## src/rtl/multicycle_controller.sv

```systemverilog
// -----------------------------------------------------------------------------
// multicycle_controller
//
// Control FSM for a classic multicycle MIPS-style datapath. Each instruction
// walks FETCH -> DECODE -> (class-specific states) -> FETCH. The FSM stalls in
// the memory states (FETCH, MEMRD, MEMWR) until mem_ready. If mem_ready stays
// low for MEM_TIMEOUT consecutive cycles, the instruction is aborted and
// mem_timeout is pulsed.
//
// Optional feature: define MCC_PERF_CNT_EN to build a 32-bit retired-instruction
// counter on instr_count. Without it, instr_count is tied to zero.
//
// Parameters
//   MEM_TIMEOUT    : maximum consecutive mem_ready=0 cycles before abort (1..255)
//
// Ports
//   CLK            : clock; all state updates on the rising edge
//   rst_n          : asynchronous active-low reset
//   opcode[5:0]    : instruction[31:26] from the instruction register
//   mem_ready      : a memory access completes in the cycle this is high
//   pc_write, pc_write_cond, ir_write, i_or_d, mem_read, mem_write,
//   mem_toreg, reg_dst, reg_write, alu_src_a : datapath controls
//   pc_src[1:0]    : 0=ALU, 1=ALUOut, 2=ReadData1 (jump)
//   alu_src_b[1:0] : 0=B, 1=const 4, 2=sign-extend, 3=sign-extend<<2
//   alu_op[3:0]    : 0=add 1=sub 2=addi 3=subi 4=andi 5=ori 15=R-type funct
//   state[3:0]     : current state encoding (debug)
//   illegal        : registered one-cycle pulse after an undefined opcode
//   mem_timeout    : registered one-cycle pulse after a memory wait abort
//   instr_count    : retired-instruction count (zero without MCC_PERF_CNT_EN)
// -----------------------------------------------------------------------------
module multicycle_controller #(
  parameter int unsigned MEM_TIMEOUT = 15
) (
  input  logic        CLK,
  input  logic        rst_n,
  input  logic [5:0]  opcode,
  input  logic        mem_ready,
  output logic        pc_write,
  output logic        pc_write_cond,
  output logic        ir_write,
  output logic        i_or_d,
  output logic        mem_read,
  output logic        mem_write,
  output logic        mem_toreg,
  output logic        reg_dst,
  output logic        reg_write,
  output logic        alu_src_a,
  output logic [1:0]  pc_src,
  output logic [1:0]  alu_src_b,
  output logic [3:0]  alu_op,
  output logic [3:0]  state,
  output logic        illegal,
  output logic        mem_timeout,
  output logic [31:0] instr_count
);

  typedef enum logic [3:0] {
    S_FETCH  = 4'd0,
    S_DECODE = 4'd1,
    S_MEMADR = 4'd2,
    S_MEMRD  = 4'd3,
    S_MEMWB  = 4'd4,
    S_MEMWR  = 4'd5,
    S_EXEC   = 4'd6,
    S_RWB    = 4'd7,
    S_IEXEC  = 4'd8,
    S_IWB    = 4'd9,
    S_BRANCH = 4'd10,
    S_JUMP   = 4'd11
  } state_e;

  localparam logic [5:0] OP_LW    = 6'b100011;
  localparam logic [5:0] OP_SW    = 6'b101011;
  localparam logic [5:0] OP_RTYPE = 6'b000000;
  localparam logic [5:0] OP_ADDI  = 6'b001000;
  localparam logic [5:0] OP_SUBI  = 6'b100111;
  localparam logic [5:0] OP_ANDI  = 6'b101111;
  localparam logic [5:0] OP_ORI   = 6'b110010;
  localparam logic [5:0] OP_BEQ   = 6'b000100;
  localparam logic [5:0] OP_J     = 6'b000010;

  localparam logic [7:0] WAIT_LAST = 8'(MEM_TIMEOUT - 1);

  state_e     state_q, state_d;
  logic [7:0] wait_q, wait_d;
  logic [5:0] opc_q, opc_d;
  logic       illegal_q, illegal_d;
  logic       timeout_q, timeout_d;

  // Raw enables before the reset gate.
  logic pc_write_c, pc_write_cond_c, ir_write_c, mem_read_c, mem_write_c, reg_write_c;
  logic waiting;

  always_ff @(posedge CLK or negedge rst_n) begin
    if (!rst_n) begin
      state_q   <= S_FETCH;
      wait_q    <= 8'd0;
      opc_q     <= 6'd0;
      illegal_q <= 1'b0;
      timeout_q <= 1'b0;
    end else begin
      state_q   <= state_d;
      wait_q    <= wait_d;
      opc_q     <= opc_d;
      illegal_q <= illegal_d;
      timeout_q <= timeout_d;
    end
  end

  always_comb begin
    state_d         = state_q;
    wait_d          = 8'd0;
    opc_d           = opc_q;
    illegal_d       = 1'b0;
    timeout_d       = 1'b0;
    waiting         = 1'b0;
    pc_write_c      = 1'b0;
    pc_write_cond_c = 1'b0;
    ir_write_c      = 1'b0;
    mem_read_c      = 1'b0;
    mem_write_c     = 1'b0;
    reg_write_c     = 1'b0;
    i_or_d          = 1'b0;
    mem_toreg       = 1'b0;
    reg_dst         = 1'b0;
    alu_src_a       = 1'b0;
    pc_src          = 2'd0;
    alu_src_b       = 2'd0;
    alu_op          = 4'd0;

    case (state_q)
      S_FETCH: begin
        mem_read_c = 1'b1;
        alu_src_b  = 2'd1;
        if (mem_ready) begin
          ir_write_c = 1'b1;
          pc_write_c = 1'b1;
          state_d    = S_DECODE;
        end else begin
          waiting = 1'b1;
        end
      end
      S_DECODE: begin
        alu_src_b = 2'd3;
        opc_d     = opcode;
        case (opcode)
          OP_LW, OP_SW:                      state_d = S_MEMADR;
          OP_RTYPE:                          state_d = S_EXEC;
          OP_ADDI, OP_SUBI, OP_ANDI, OP_ORI: state_d = S_IEXEC;
          OP_BEQ:                            state_d = S_BRANCH;
          OP_J:                              state_d = S_JUMP;
          default: begin
            state_d   = S_FETCH;
            illegal_d = 1'b1;
          end
        endcase
      end
      S_MEMADR: begin
        alu_src_a = 1'b1;
        alu_src_b = 2'd2;
        state_d   = (opc_q == OP_SW) ? S_MEMWR : S_MEMRD;
      end
      S_MEMRD: begin
        mem_read_c = 1'b1;
        i_or_d     = 1'b1;
        if (mem_ready) state_d = S_MEMWB;
        else           waiting = 1'b1;
      end
      S_MEMWB: begin
        reg_write_c = 1'b1;
        mem_toreg   = 1'b1;
        state_d     = S_FETCH;
      end
      S_MEMWR: begin
        i_or_d = 1'b1;
        if (mem_ready) begin
          mem_write_c = 1'b1;
          state_d     = S_FETCH;
        end else begin
          waiting = 1'b1;
        end
      end
      S_EXEC: begin
        alu_src_a = 1'b1;
        alu_op    = 4'd15;
        state_d   = S_RWB;
      end
      S_RWB: begin
        reg_write_c = 1'b1;
        reg_dst     = 1'b1;
        state_d     = S_FETCH;
      end
      S_IEXEC: begin
        alu_src_a = 1'b1;
        alu_src_b = 2'd2;
        case (opc_q)
          OP_ADDI: alu_op = 4'd2;
          OP_SUBI: alu_op = 4'd3;
          OP_ANDI: alu_op = 4'd4;
          OP_ORI:  alu_op = 4'd5;
          default: alu_op = 4'd0;
        endcase
        state_d = S_IWB;
      end
      S_IWB: begin
        reg_write_c = 1'b1;
        state_d     = S_FETCH;
      end
      S_BRANCH: begin
        alu_src_a       = 1'b1;
        alu_op          = 4'd1;
        pc_write_cond_c = 1'b1;
        pc_src          = 2'd1;
        state_d         = S_FETCH;
      end
      S_JUMP: begin
        pc_write_c = 1'b1;
        pc_src     = 2'd2;
        state_d    = S_FETCH;
      end
      default: state_d = S_FETCH;
    endcase

    // Only a stalled memory state keeps counting; every other cycle is a
    // state change, so the counter falls back to zero. On expiry the
    // instruction is dropped (no enables were raised while stalled).
    if (waiting) begin
      if (wait_q == WAIT_LAST) begin
        state_d   = S_FETCH;
        timeout_d = 1'b1;
      end else begin
        wait_d = wait_q + 8'd1;
      end
    end
  end

  // Reset forces the FSM to FETCH, which itself asserts mem_read, so all
  // enables are also gated combinationally by rst_n to stop writes at once.
  assign pc_write      = pc_write_c      & rst_n;
  assign pc_write_cond = pc_write_cond_c & rst_n;
  assign ir_write      = ir_write_c      & rst_n;
  assign mem_read      = mem_read_c      & rst_n;
  assign mem_write     = mem_write_c     & rst_n;
  assign reg_write     = reg_write_c     & rst_n;

  assign state       = state_q;
  assign illegal     = illegal_q;
  assign mem_timeout = timeout_q;

`ifdef MCC_PERF_CNT_EN
  logic [31:0] instr_count_q;
  logic        retire;

  // An instruction retires when one of the final states completes normally;
  // timeout aborts and illegal decodes are excluded.
  always_comb begin
    retire = 1'b0;
    if (state_d == S_FETCH && !timeout_d) begin
      case (state_q)
        S_MEMWB, S_MEMWR, S_RWB, S_IWB, S_BRANCH, S_JUMP: retire = 1'b1;
        default: retire = 1'b0;
      endcase
    end
  end

  always_ff @(posedge CLK or negedge rst_n) begin
    if (!rst_n)      instr_count_q <= 32'd0;
    else if (retire) instr_count_q <= instr_count_q + 32'd1;
  end

  assign instr_count = instr_count_q;
`else
  assign instr_count = 32'd0;
`endif

endmodule

```

## config.mk

```make
export PLATFORM = sky130hd
export DESIGN_NAME = multicycle_controller
export DESIGN_NICKNAME = d
export VERILOG_FILES = /design/src/rtl/multicycle_controller.sv
export SDC_FILE = /design/constraint.sdc
export NUM_CORES = 1
export LEC_CHECK = 0
export ABC_AREA = 1
export BUFFER_PORTS_ARGS = -buffer_cell sky130_fd_sc_hd__clkbuf_2
export CAP_MARGIN = 10
export CELL_PAD_IN_SITES_DETAIL_PLACEMENT = 1
export CELL_PAD_IN_SITES_GLOBAL_PLACEMENT = 1
export CORE_MARGIN = 4
export CORE_UTILIZATION = 33
export CTS_BUF_LIST = sky130_fd_sc_hd__clkbuf_8
export DETAILED_ROUTE_END_ITERATION = 10
export PLACE_DENSITY_LB_ADDON = 0.3
export SETUP_SLACK_MARGIN = 0.2
export SYNTH_ARGS = -nofsm -noshare
export SYNTH_HDL_FRONTEND = slang
export SYNTH_SLANG_ARGS = --single-unit
```

## constraint.sdc

```tcl
create_clock -name CLK -period 1.4 [get_ports CLK]
set_input_delay 0.14 -clock CLK [delete_from_list [all_inputs] [get_ports CLK]]
set_output_delay 0.14 -clock CLK [all_outputs]
set_load 0.01 [all_outputs]
```

# Word-level counts from Yosys, hierarchy flattened
# Cells that the tools add are included.
[word_totals]
reg_bits = 20
input_bits = 9
output_inout_bits = 56
elab_cells = 79
[classes]
add_sub_neg = 1
eq_ne = 25
mux = 31
n_bitwise = 6
reduce_logical = 11
[ops]
columns = ["operator", "n"]
rows = [
  ["6-bit == test (second input constant)", 9],
  ["4-bit one-hot mux with 7 select lines", 1],
  ["4-bit two-way mux", 5],
  ["4-bit one-hot mux with 5 select lines", 1],
  ["4-bit by 3-bit == test with 1-bit output (second input constant)", 4],
  ["4-bit == test (second input constant)", 4],
  ["1-bit two-way mux", 16],
  ["8-bit two-way mux", 2],
  ["6-bit by 4-bit == test with 1-bit output (second input constant)", 2],
  ["3-bit one-hot mux with 4 select lines", 1],
  ["4-bit one-hot mux with 3 select lines", 1],
  ["9-bit OR reduction", 1],
  ["8-bit by 1-bit adder with 8-bit output (second input constant)", 1],
  ["4-bit by 2-bit == test with 1-bit output (second input constant)", 2],
  ["8-bit by 4-bit == test with 1-bit output (second input constant)", 1],
  ["2-bit OR reduction", 4],
  ["4-bit OR reduction", 2],
  ["1-bit bitwise AND", 6],
  ["6-bit by 2-bit == test with 1-bit output (second input constant)", 1],
  ["6-bit by 3-bit == test with 1-bit output (second input constant)", 1],
  ["6-bit zero test", 1],
  ["2-bit one-hot mux with 3 select lines", 1],
  ["3-bit OR reduction", 2],
  ["4-bit by 1-bit == test with 1-bit output (second input constant)", 1],
  ["4 further kinds", 4],
]

# Logic depth before layout (Yosys ltp)
[depth]
word_depth = 6
ltp_mapped = 8
mapped_depth_nobuf = 8

# Worst setup path after synthesis
# No wires, ideal clock.
[synth_path]
path_kind = "register -> output"
from = "reg state_q[0] (netlist: state[0])"
to = "out alu_op[2]"
arrival_ns = 1.213
path_slack_ns = 0.047
path_stages_with_launch = 6
n_path_buf = 0
cell_sequence = "dfrtp_1 > inv_1 > nand2_1 > nor2_2 > inv_1 > a31oi_1"
[synth_via]
elab_chain_len = 2
word_cells_on_any_way = 4
classes_between = "eq/ne (3); mux (1)"
[synth_rtl]
columns = ["item", "line", "text"]
rows = [
  ["from (decl)", "84", "state_e state_q, state_d;"],
  ["from (signal assigned)", "102", "state_q <= state_d;"],
  ["4-bit == test or 4-bit by 3-bit == test with 1-bit output (tied branches)", "131", "case (state_q)"],
  ["4-bit one-hot mux with 3 select lines (*)", "131", ""],
  ["to (decl)", "50", "output logic [3:0] alu_op,"],
]
# Every way passes the cells marked *; elsewhere a longest branch is shown, timed or not.

# Worst setup path after layout
[layout_path]
from = "reg state_q[3] (netlist: state[3])"
to = "out pc_write"
[layout_via]
elab_chain_len = 3
word_cells_on_any_way = 4
classes_between = "eq/ne (1); mux (1); bitwise (1); reduce/logical (1)"
[layout_rtl]
columns = ["item", "line", "text"]
rows = [
  ["4-bit == test or 4-bit zero test (tied branches)", "131", ""],
  ["1-bit one-hot mux with 2 select lines (*)", "131", ""],
  ["1-bit bitwise AND (*)", "239", "assign pc_write = pc_write_c & rst_n;"],
  ["to (decl)", "38", "output logic pc_write,"],
]
# Marks and branches as above.

==> results_dict.tcl <==
set metrics [dict create \
    cts_tree "done" \
    clock.fmax_ghz 0.6050 \
    setup_viol 24 \
    setup_slack_ps -252.8 \
    grt_max_degree 13 \
    fin_crit_ps 1653 \
    ff_latch_area_um2 505.5 \
    synth_cell_type_count 23 \
    grt_first_pass_wirelength_mm 7.955 \
    path_buf_inv 2 \
    wl_per_cell_um 16.38 \
    dp.cells 311 \
    cp_slowest_cell "dfrtp_2" \
    grt_setup_unrepaired "yes" \
    final_cell_mix "nand2_1 (33), conb_1 (32), buf_4 (22)" \
    grt_pass1_vias 1666 \
    clock_latency_ps 260 \
    arrival_ps 1510 \
    crit_fanout 4 \
    violations "setup timing" \
    required_ps 1260 \
    final_max_slew_viol_count 0 \
    initial_core_util 0.3450 \
    clkTransAtPathRegs_ps 80 \
    total_leakage_power_nw 1.205 \
    finalCritPeriodShare 1.181 \
    syn_area_per_cell_um2 6.828 \
    startpoint_type "flop" \
    cap_violations 0 \
    area_growth_pct 52.42 \
    cts-htree-levels 1 \
    skew_ps 1.451 \
    drive_gt1_frac 0.4583 \
    core_um2 4414 \
    hold_class "in -> reg" \
    yosysTopAreaCellShare 0.3287 \
    die_h_um 75.93 \
    yosysTopAreaCell "dfrtp_1" \
    drt_wl_total_mm 5.569 \
    rows 24 \
    gp_congestion 0.7763 \
    hpwlAfterDp_mm 3.299 \
    viasPerCell 4.674 \
    ys_top_cells_by_area "dfrtp_1 (33%), buf_4 (16%), nor2_1 (11%), nand2_1 (10%), inv_1 (6.4%)" \
    synth_warnings 0 \
    cts_buffers 3 \
    cts_num_sinks 20 \
    nets 300 \
    drtAntennaViolNets 0 \
    drt_first_iter_violations 61 \
    crit_family "flip-flops" \
    end_kind "primary output" \
    nFillCells 543 \
    async_reset_ff_frac 1.000 \
    first_pass_iters 4 \
    stdcell_count 340 \
    die_x_um 75.93 \
    diodes 0 \
    synth_flop_cell "dfrtp_1" \
    syn_inst 223 \
    antenna_found_initial 0 \
    io_buffer_count 32 \
    netlist_area_um2 1523 \
    worstPathCellList "buf_6 > nor2_4 > nand3_4 > o21ai_1 > buf_2" \
    drc_errors 0 \
    grt_use_total 0.1649 \
    root_buffer "clkbuf_8" \
    ys_seq_area_frac 0.3287 \
    status "finished, violations left" \
    ys_ff_latch 20 \
    synth_edf_count 0 \
    ios 65 \
    finalHoldViolCount 0 \
    final_common_cell "nand2_1" \
    ir_drop_uv 671.6 \
    vias 1589 \
    place_ws_ps 21.29 \
    overflow 0 \
    multi_input_area_um2 1122 \
    final_util 0.5258 \
    critPathMaxStageDelay_ps 470 \
    critPathKind "reg -> out" \
    clockBufferDepth 2 \
    die_area_um2 5765 \
    p_total_mw 4.083 \
    powerDensity_nw_per_um2 1759 \
]
==> report_power, final <==
group	total [mW]	internal, mW	switching (mW)	leakage, nW
sequential	0.959	0.752	0.206	0.259
clock	0.591	0.382	0.209	0.0357
combinational	2.53	1.04	1.49	0.911
total	4.08	2.18	1.91	1.21
==> worst min-delay path, cell delays in order <==
cell	delay [ps]
clkbuf_2	110
nand2_1	70
nand2_1	40
==> cell type report <==
class	count	area share
flip-flops and latches	20	0.2178
well taps	52	0.02803
repair buffers	63	0.1968
inverters	26	0.04313
clock buffers	3	0.01779
clock inverters	1	0.01294
multi-input cells	175	0.4836
==> metal layers <==
metal	share of wire	up-vias	global-route usage
li1	-	768	-
met1	0.37	773	0.1748
met2	0.56	38	0.3185
met3	0.043	10	0.03791
met4	0.027	0	0.04448
met5	0	-	0
==> path summary, 6_finish.rpt <==
path / startpoint / endpoint / slack, ps / cells past startpoint
min reg2reg: opc_q[0]$_DFFE_PN0P_ / opc_q[0]$_DFFE_PN0P_ / 540 / 2
max: state[3]$_DFF_PN0_ / pc_write / -250 / 5
min: opcode[0] / opc_q[0]$_DFFE_PN0P_ / 130 / 3
max in group asynchronous: rst_n / opc_q[2]$_DFFE_PN0P_ / 830 / 3
max reg2reg: state[3]$_DFF_PN0_ / state[2]$_DFF_PN0_ / -190 / 7
min in group asynchronous: rst_n / mem_timeout$_DFF_PN0_ / 410 / 3
==> Yosys cell counts (2+ instances only) <==
library cell,n
nor3_1,4
inv_1,26
nor2_1,44
ha_1,2
nand2_1,42
nor2_2,2
dfrtp_1,20
xor2_1,4
buf_4,32
nand2_2,3
a21oi_1,3
xnor2_1,2
nand4_1,6
o21ai_0,8
nand3_1,17
==> cell families after synthesis <==
logic type               share of synthesized area
buffers and inverters                       0.2251
XOR/XNOR                                   0.03451
other                                     0.002463
AND/OR/NAND/NOR                             0.3427
flip-flops                                  0.3287
adder cells (fa/ha/maj)                    0.01643
AO/OA/AOI/OAI                              0.05013
==> state kept, by name, summed over array words and instances, names as in the netlist <==
name	cells
illegal	1
mem_timeout	1
opc_q	6
state	4
wait_q	8
==> per-stage QoR <==
stage	instance area [um2]	hold WS [ps]	setup TNS (ps)
after global routing	2321	131.3	-5624
after global placement	1724	117.0	0
after detailed placement	1724	117.3	0
final	2321	128.0	-3818
after floorplan	1702	-155.6	0
after CTS	2034	123.5	-1997
==> timing repair <==
action	4_1_cts	5_1_grt
setup endpoints to repair	34	39
buffers inserted	16	8
hold endpoints to repair	20	0
hold buffers	1	0
pin swaps	17	19
resized for setup	31	62
Power figures use the tool's default switching activity.
